`src/rtl/prog_mem_if.sv`:
```
// Fetch and loader bus between the CPU/loader and the writable program memory.
interface prog_mem_if #(
   parameter int ADDR_W = 4,
   parameter int DATA_W = 8
);
   logic [ADDR_W-1:0] addr;
   logic [DATA_W-1:0] data;
   logic              load_req;
   logic              ld_valid;
   logic [DATA_W-1:0] ld_data;
   logic              ld_ready;
   logic              busy;
   logic              cpu_hold;
   logic              load_ok;
   logic              load_err;

   modport master (
      output addr, load_req, ld_valid, ld_data,
      input  data, ld_ready, busy, cpu_hold, load_ok, load_err
   );

   modport slave (
      input  addr, load_req, ld_valid, ld_data,
      output data, ld_ready, busy, cpu_hold, load_ok, load_err
   );
endinterface

```
`src/rtl/prog_mem.sv`:
```
// Writable program memory with a streaming loader port, checksum verification
// and a CPU hold while a load session runs.
//
// state   | meaning
// S_IDLE  | no session; fetch reads memory, loader not ready
// S_LOAD  | accepting image words into mem[0..DEPTH-1]
// S_CHECK | accepting the checksum word; not stored
module prog_mem #(
   parameter int ADDR_W = 4,
   parameter int DATA_W = 8
) (
   input  logic         clk,
   input  logic         rst_n,
   prog_mem_if.slave    bus
);
   localparam int DEPTH = 2**ADDR_W;

   typedef enum logic [1:0] {S_IDLE, S_LOAD, S_CHECK} state_t;

   state_t            r_state;
   state_t            w_next;
   logic [DATA_W-1:0] r_mem [DEPTH];
   logic [ADDR_W-1:0] r_waddr;
   logic [DATA_W-1:0] r_sum;
   logic              r_ok;
   logic              r_err;
   logic              w_ready;
   logic              w_hs;
   logic              w_last;
   logic [DATA_W-1:0] w_sum_next;

   assign w_hs       = bus.ld_valid & w_ready;
   assign w_last     = (r_waddr == ADDR_W'(DEPTH-1));
   assign w_sum_next = r_sum + bus.ld_data;

   always_ff @(posedge clk or negedge rst_n) begin
      if (!rst_n) r_state <= S_IDLE;
      else        r_state <= w_next;
   end

   // A restart request outranks any handshake in the same cycle.
   always_comb begin
      w_next = r_state;
      case (r_state)
         S_IDLE:  if (bus.load_req) w_next = S_LOAD;
         S_LOAD: begin
            if (bus.load_req)          w_next = S_LOAD;
            else if (w_hs && w_last)   w_next = S_CHECK;
         end
         S_CHECK: begin
            if (bus.load_req)          w_next = S_LOAD;
            else if (w_hs)             w_next = S_IDLE;
         end
         default: w_next = S_IDLE;
      endcase
   end

   always_comb begin
      w_ready = 1'b0;
      case (r_state)
         S_LOAD, S_CHECK: w_ready = 1'b1;
         default:         w_ready = 1'b0;
      endcase
   end

   always_ff @(posedge clk or negedge rst_n) begin
      if (!rst_n) begin
         for (int i = 0; i < DEPTH; i++) r_mem[i] <= '0;
         r_waddr <= '0;
         r_sum   <= '0;
         r_ok    <= 1'b0;
         r_err   <= 1'b0;
      end else if (bus.load_req) begin
         r_waddr <= '0;
         r_sum   <= '0;
         r_ok    <= 1'b0;
         r_err   <= 1'b0;
      end else if (w_hs && r_state == S_LOAD) begin
         r_mem[r_waddr] <= bus.ld_data;
         r_sum          <= w_sum_next;
         if (!w_last) r_waddr <= r_waddr + 1'b1;
      end else if (w_hs && r_state == S_CHECK) begin
         r_ok  <= (w_sum_next == '0);
         r_err <= (w_sum_next != '0);
      end
   end

   assign bus.ld_ready = w_ready;
   assign bus.busy     = w_ready;
   assign bus.cpu_hold = w_ready;
   assign bus.load_ok  = r_ok;
   assign bus.load_err = r_err;
   assign bus.data     = w_ready ? '0 : r_mem[bus.addr];
endmodule

```
`src/flat_wrapper.sv`:
```
// flat-port wrapper written by rule: the top's interface ports become plain ports
module prog_mem_flat 
#(
   parameter int ADDR_W = 4,
   parameter int DATA_W = 8
)
  (clk, rst_n, bus_addr, bus_load_req, bus_ld_valid, bus_ld_data, bus_data, bus_ld_ready, bus_busy, bus_cpu_hold, bus_load_ok, bus_load_err);
  prog_mem_if #(.ADDR_W(ADDR_W), .DATA_W(DATA_W)) bus_i ();
  input  logic clk;
  input  logic rst_n;
  input wire logic [$bits(bus_i.addr)-1:0] bus_addr;
  input wire logic [$bits(bus_i.load_req)-1:0] bus_load_req;
  input wire logic [$bits(bus_i.ld_valid)-1:0] bus_ld_valid;
  input wire logic [$bits(bus_i.ld_data)-1:0] bus_ld_data;
  output wire logic [$bits(bus_i.data)-1:0] bus_data;
  output wire logic [$bits(bus_i.ld_ready)-1:0] bus_ld_ready;
  output wire logic [$bits(bus_i.busy)-1:0] bus_busy;
  output wire logic [$bits(bus_i.cpu_hold)-1:0] bus_cpu_hold;
  output wire logic [$bits(bus_i.load_ok)-1:0] bus_load_ok;
  output wire logic [$bits(bus_i.load_err)-1:0] bus_load_err;
  assign bus_i.addr = bus_addr;
  assign bus_i.load_req = bus_load_req;
  assign bus_i.ld_valid = bus_ld_valid;
  assign bus_i.ld_data = bus_ld_data;
  assign bus_data = bus_i.data;
  assign bus_ld_ready = bus_i.ld_ready;
  assign bus_busy = bus_i.busy;
  assign bus_cpu_hold = bus_i.cpu_hold;
  assign bus_load_ok = bus_i.load_ok;
  assign bus_load_err = bus_i.load_err;
  prog_mem #(.ADDR_W(ADDR_W), .DATA_W(DATA_W)) u_core (.clk(clk), .rst_n(rst_n), .bus(bus_i));
endmodule
```
`config.mk`:
```
export PLATFORM = sky130hd
export DESIGN_NAME = prog_mem_flat
export DESIGN_NICKNAME = d
export VERILOG_FILES = /design/src/rtl/prog_mem_if.sv /design/src/rtl/prog_mem.sv /design/src/flat_wrapper.sv
export SDC_FILE = /design/constraint.sdc
export NUM_CORES = 1
export LEC_CHECK = 0
export BUFFER_PORTS_ARGS = -buffer_cell sky130_fd_sc_hd__buf_2
export CORE_MARGIN = 8
export CORE_UTILIZATION = 65
export CTS_CLUSTER_DIAMETER = 60
export DETAILED_ROUTE_END_ITERATION = 6
export PLACE_DENSITY = 0.83
export SETUP_SLACK_MARGIN = 0.05
export SYNTH_ARGS = -nofsm -noshare
export SYNTH_HDL_FRONTEND = slang
export SYNTH_SLANG_ARGS = --single-unit
```
`constraint.sdc`:
```
create_clock -name clk -period 3.9 [get_ports clk]
set_clock_uncertainty 0.05 [all_clocks]
set_input_delay 0.39 -clock clk [delete_from_list [all_inputs] [get_ports clk]]
set_output_delay 0.39 -clock clk [all_outputs]
set_load 0.005 [all_outputs]
```
==> out/metrics.yaml <==
outcome:
  status: "complete, no violations"
place:
  place_hpwl_um: 9920
  place.gp.congestion: 0.839
  portBuffers: 28
min_path:
  worstHoldPathType: "input pin to flop"
  hold_end: "u_core.r_waddr[3]$_DFFE_PN0P_"
  worstHoldStart: "bus_load_req"
  whs_path_depth: 2
floorplan:
  fp.coreArea_um2: 10700
  die_x_um: 120
  die_height_um: 120
  fp.dieArea_um2: 14500
  rows: 38
  ios: 29
  start_util_pct: 65.7
global_route:
  grt_max_degree: 100
  grt_use_total_pct: 23.2
  grt_pass1_vias: 4663
  grt_pass1_wl_um: 25200
  overflow: 0
  grt_antenna_before_repair: 0
clock_tree:
  clockBufferDepth: 2
  cts_hold_buf: 1
  ctsResizeCount: 0
  cts_tree: "built"
  clk_latency_ps: 520
  clk_pin_slew_worst_paths_ps: 60
  clkSinkCount: 144
  numCtsBuffers: 17
  h-tree-depth: 4
  cts_root_buf: "clkbuf_8"
  postCtsSetupBuffers: 0
critical_path:
  cp_max_fo: 17
  cpMaxStageDelayCell: "mux4_2"
  path_class: "input pin to output pin"
  r2r_slack_ps: 1270
  r2r_start: "u_core.r_state[1]$_DFFE_PN0P_"
  start_kind: "input pin"
  cp.required_ps: 3460
  reg2reg_depth: 6
  slowest_delay_ps: 530
  rr_endpoint: "u_core.r_mem[99]$_DFFE_PN0P_"
  critPathArrivalTime_ps: 2440
  path_cells: "buf_2 > buf_12 > mux4_2 > mux4_2 > nor2b_1 > buf_2"
  endpoint_kind: "output pin"
route:
  finalWirelength_um: 15700
  initialDrtViolationCount: 332
  via_per_inst: 6.31
  dr_total_vias: 4229
  wl_per_cell_um: 23.4
  first_pass_iters: 4
  postRouteAntennaNets: 0
  drc: 0
synth:
  synth_cells: 490
  mappedNetlistNets: 522
  post-synth-top-area-fraction_pct: 51.0
  synth_area_leaders: "dfrtp_1, mux2_1, mux4_2"
  synth_cell_types: 40
  syn-cell-area_um2: 7060
  syn_area_per_cell_um2: 14.4
  postSynth.asyncResetShare_pct: 100
  yosysWarnings: 0
  synth_edf_count: 0
  yosysTopAreaCell: "dfrtp_1"
  synth-seq-cells: 144
  synth_ff_type: "dfrtp_1"
  ys_seq_area_share_pct: 51.0
power_and_ir_drop:
  total_power_mw: 4.22
  clkPwrFrac_pct: 40.9
  seqPwrFrac_pct: 41.2
  internal-power_mw: 3.09
  p_leak_nw: 3.87
  peakVddDrop_uv: 602
  power_density_nw_per_um2: 531
  sw_frac_of_total_pct: 26.9
  power_switching_mw: 1.14
  combPwrFrac_pct: 17.8
cells_and_area:
  antennaDiodeCount: 0
  fin_nets: 549
  multiInputGateArea_um2: 3310
  drive_above_1_share_pct: 21.7
  fillers: 664
  final_core_util_pct: 74.0
  syn2layout_area_growth_pct: 12.5
  ff_latch_area_um2: 3600
sta:
  finalCriticalPeriod_ps: 2880
  rsz0062_at_grt: "false"
  setup-violations-final: 0
  fin_crit_sh_pct: 73.9
  worstMarginPinSlew_ps: 980
  slew_viol_final: 0
  relSlewSlack_pct: 34.3
  fmaxAchievable_ghz: 0.347
  finalHoldViolCount: 0
  tns_ps: 0
flow_run:
  maxCapViolations: 0
==> sequential cells by signal, summed over array words and instances, names as in the netlist <==
| register | cells |
|---|---|
| u_core.bus.load_ok | 1 |
| u_core.bus.load_err | 1 |
| u_core.r_state | 2 |
| u_core.r_mem | 128 |
| u_core.r_sum | 8 |
| u_core.r_waddr | 4 |
==> power by group through the flow <==
stage                     logic [mW]  clock network (mW)  registers (mW)
after floorplan                0.549                   0            1.73
after CTS                      0.752                1.75            1.74
final                          0.753                1.73            1.74
after detailed placement       0.741                   0            1.76
after global placement         0.702                   0            1.75
after global routing           0.835                1.80            1.75
==> layout make-up <==
cell class,instances,share of cell area [%]
sequential,144,45.3
multi-input combinational,314,41.6
clock buffer,23,6.12
timing repair buffer,32,2.41
tap,140,2.20
clock inverter,9,1.92
inverter,8,0.378
==> logic make-up (layout without fill, tap and decap cells) <==
| group | Yosys count | after routing | synth area share, % |
|---|---|---|---|
| multiplexers | 165 | 165 | 32.7 |
| flip-flops | 144 | 144 | 51.0 |
| AND/OR/NAND/NOR | 93 | 93 | 7.42 |
| AO/OA/AOI/OAI | 32 | 32 | 2.83 |
| buffers and inverters | 32 | 72 | 2.14 |
| adder cells (fa/ha/maj) | 16 | 16 | 2.94 |
| XOR/XNOR | 8 | 8 | 0.992 |
==> synthesized netlist by cell type, drive strengths merged (3+ instances only) <==
cell / count
clkbuf: 14
inv: 8
mux4: 40
nand3: 8
nor2: 33
xnor2: 4
o21ai: 8
a21oi: 12
nor3: 3
xor2: 4
nand2: 27
ha: 15
nor3b: 3
nand2b: 4
dfrtp: 144
buf: 10
nor2b: 10
a211oi: 4
mux2: 124
==> worst max-delay path: cells and delay by family <==
family	cells	cell delay, ps
multiplexers	2	1010
buffers and inverters	3	890
AND/OR/NAND/NOR	1	140
==> per-layer routing <==
layer / share of wire (%) / vias up / track usage [%]
met3: 4.9 / 41 / 5.17
met1: 42 / 2210 / 29.2
li1: - / 1849 / -
met5: 0 / - / 0
met4: 3.4 / 0 / 11.3
met2: 50 / 129 / 37.6
==> through the flow <==
step	instances	hold slack [ps]	cell area [µm²]	setup slack (ps)
floorplan	490	44.4	7060	1630
global placement	637	412	7300	1030
detailed placement	637	421	7300	982
CTS	670	211	7950	970
global route	670	235	7950	877
finish	670	234	7950	1020
==> how the worst max path moves through the flow <==
stage                      startpoint          end  slack [ps]  cells after the start
after global routing      bus_addr[0]  bus_data[3]         880                      6
after global placement    bus_addr[0]  bus_data[6]        1030                      6
final                     bus_addr[0]  bus_data[2]        1020                      6
after detailed placement  bus_addr[0]  bus_data[2]         980                      6
after floorplan           bus_addr[0]  bus_data[0]        1630                      5
after CTS                 bus_addr[0]  bus_data[3]         970                      6
==> cell usage in the layout (no fill, tap or decap), drive strengths merged, types with 3 or more instances in the layout <==
cell type / instances
a211oi: 4
nor2: 33
nor3b: 3
a21oi: 12
nand2: 27
nand3: 8
dfrtp: 144
clkinv: 5
bufinv: 4
nand2b: 4
xnor2: 4
ha: 15
mux4: 40
nor3: 3
clkbuf: 23
nor2b: 10
buf: 31
mux2: 124
o21ai: 8
inv: 8
xor2: 4
Power figures use the tool's default switching activity.
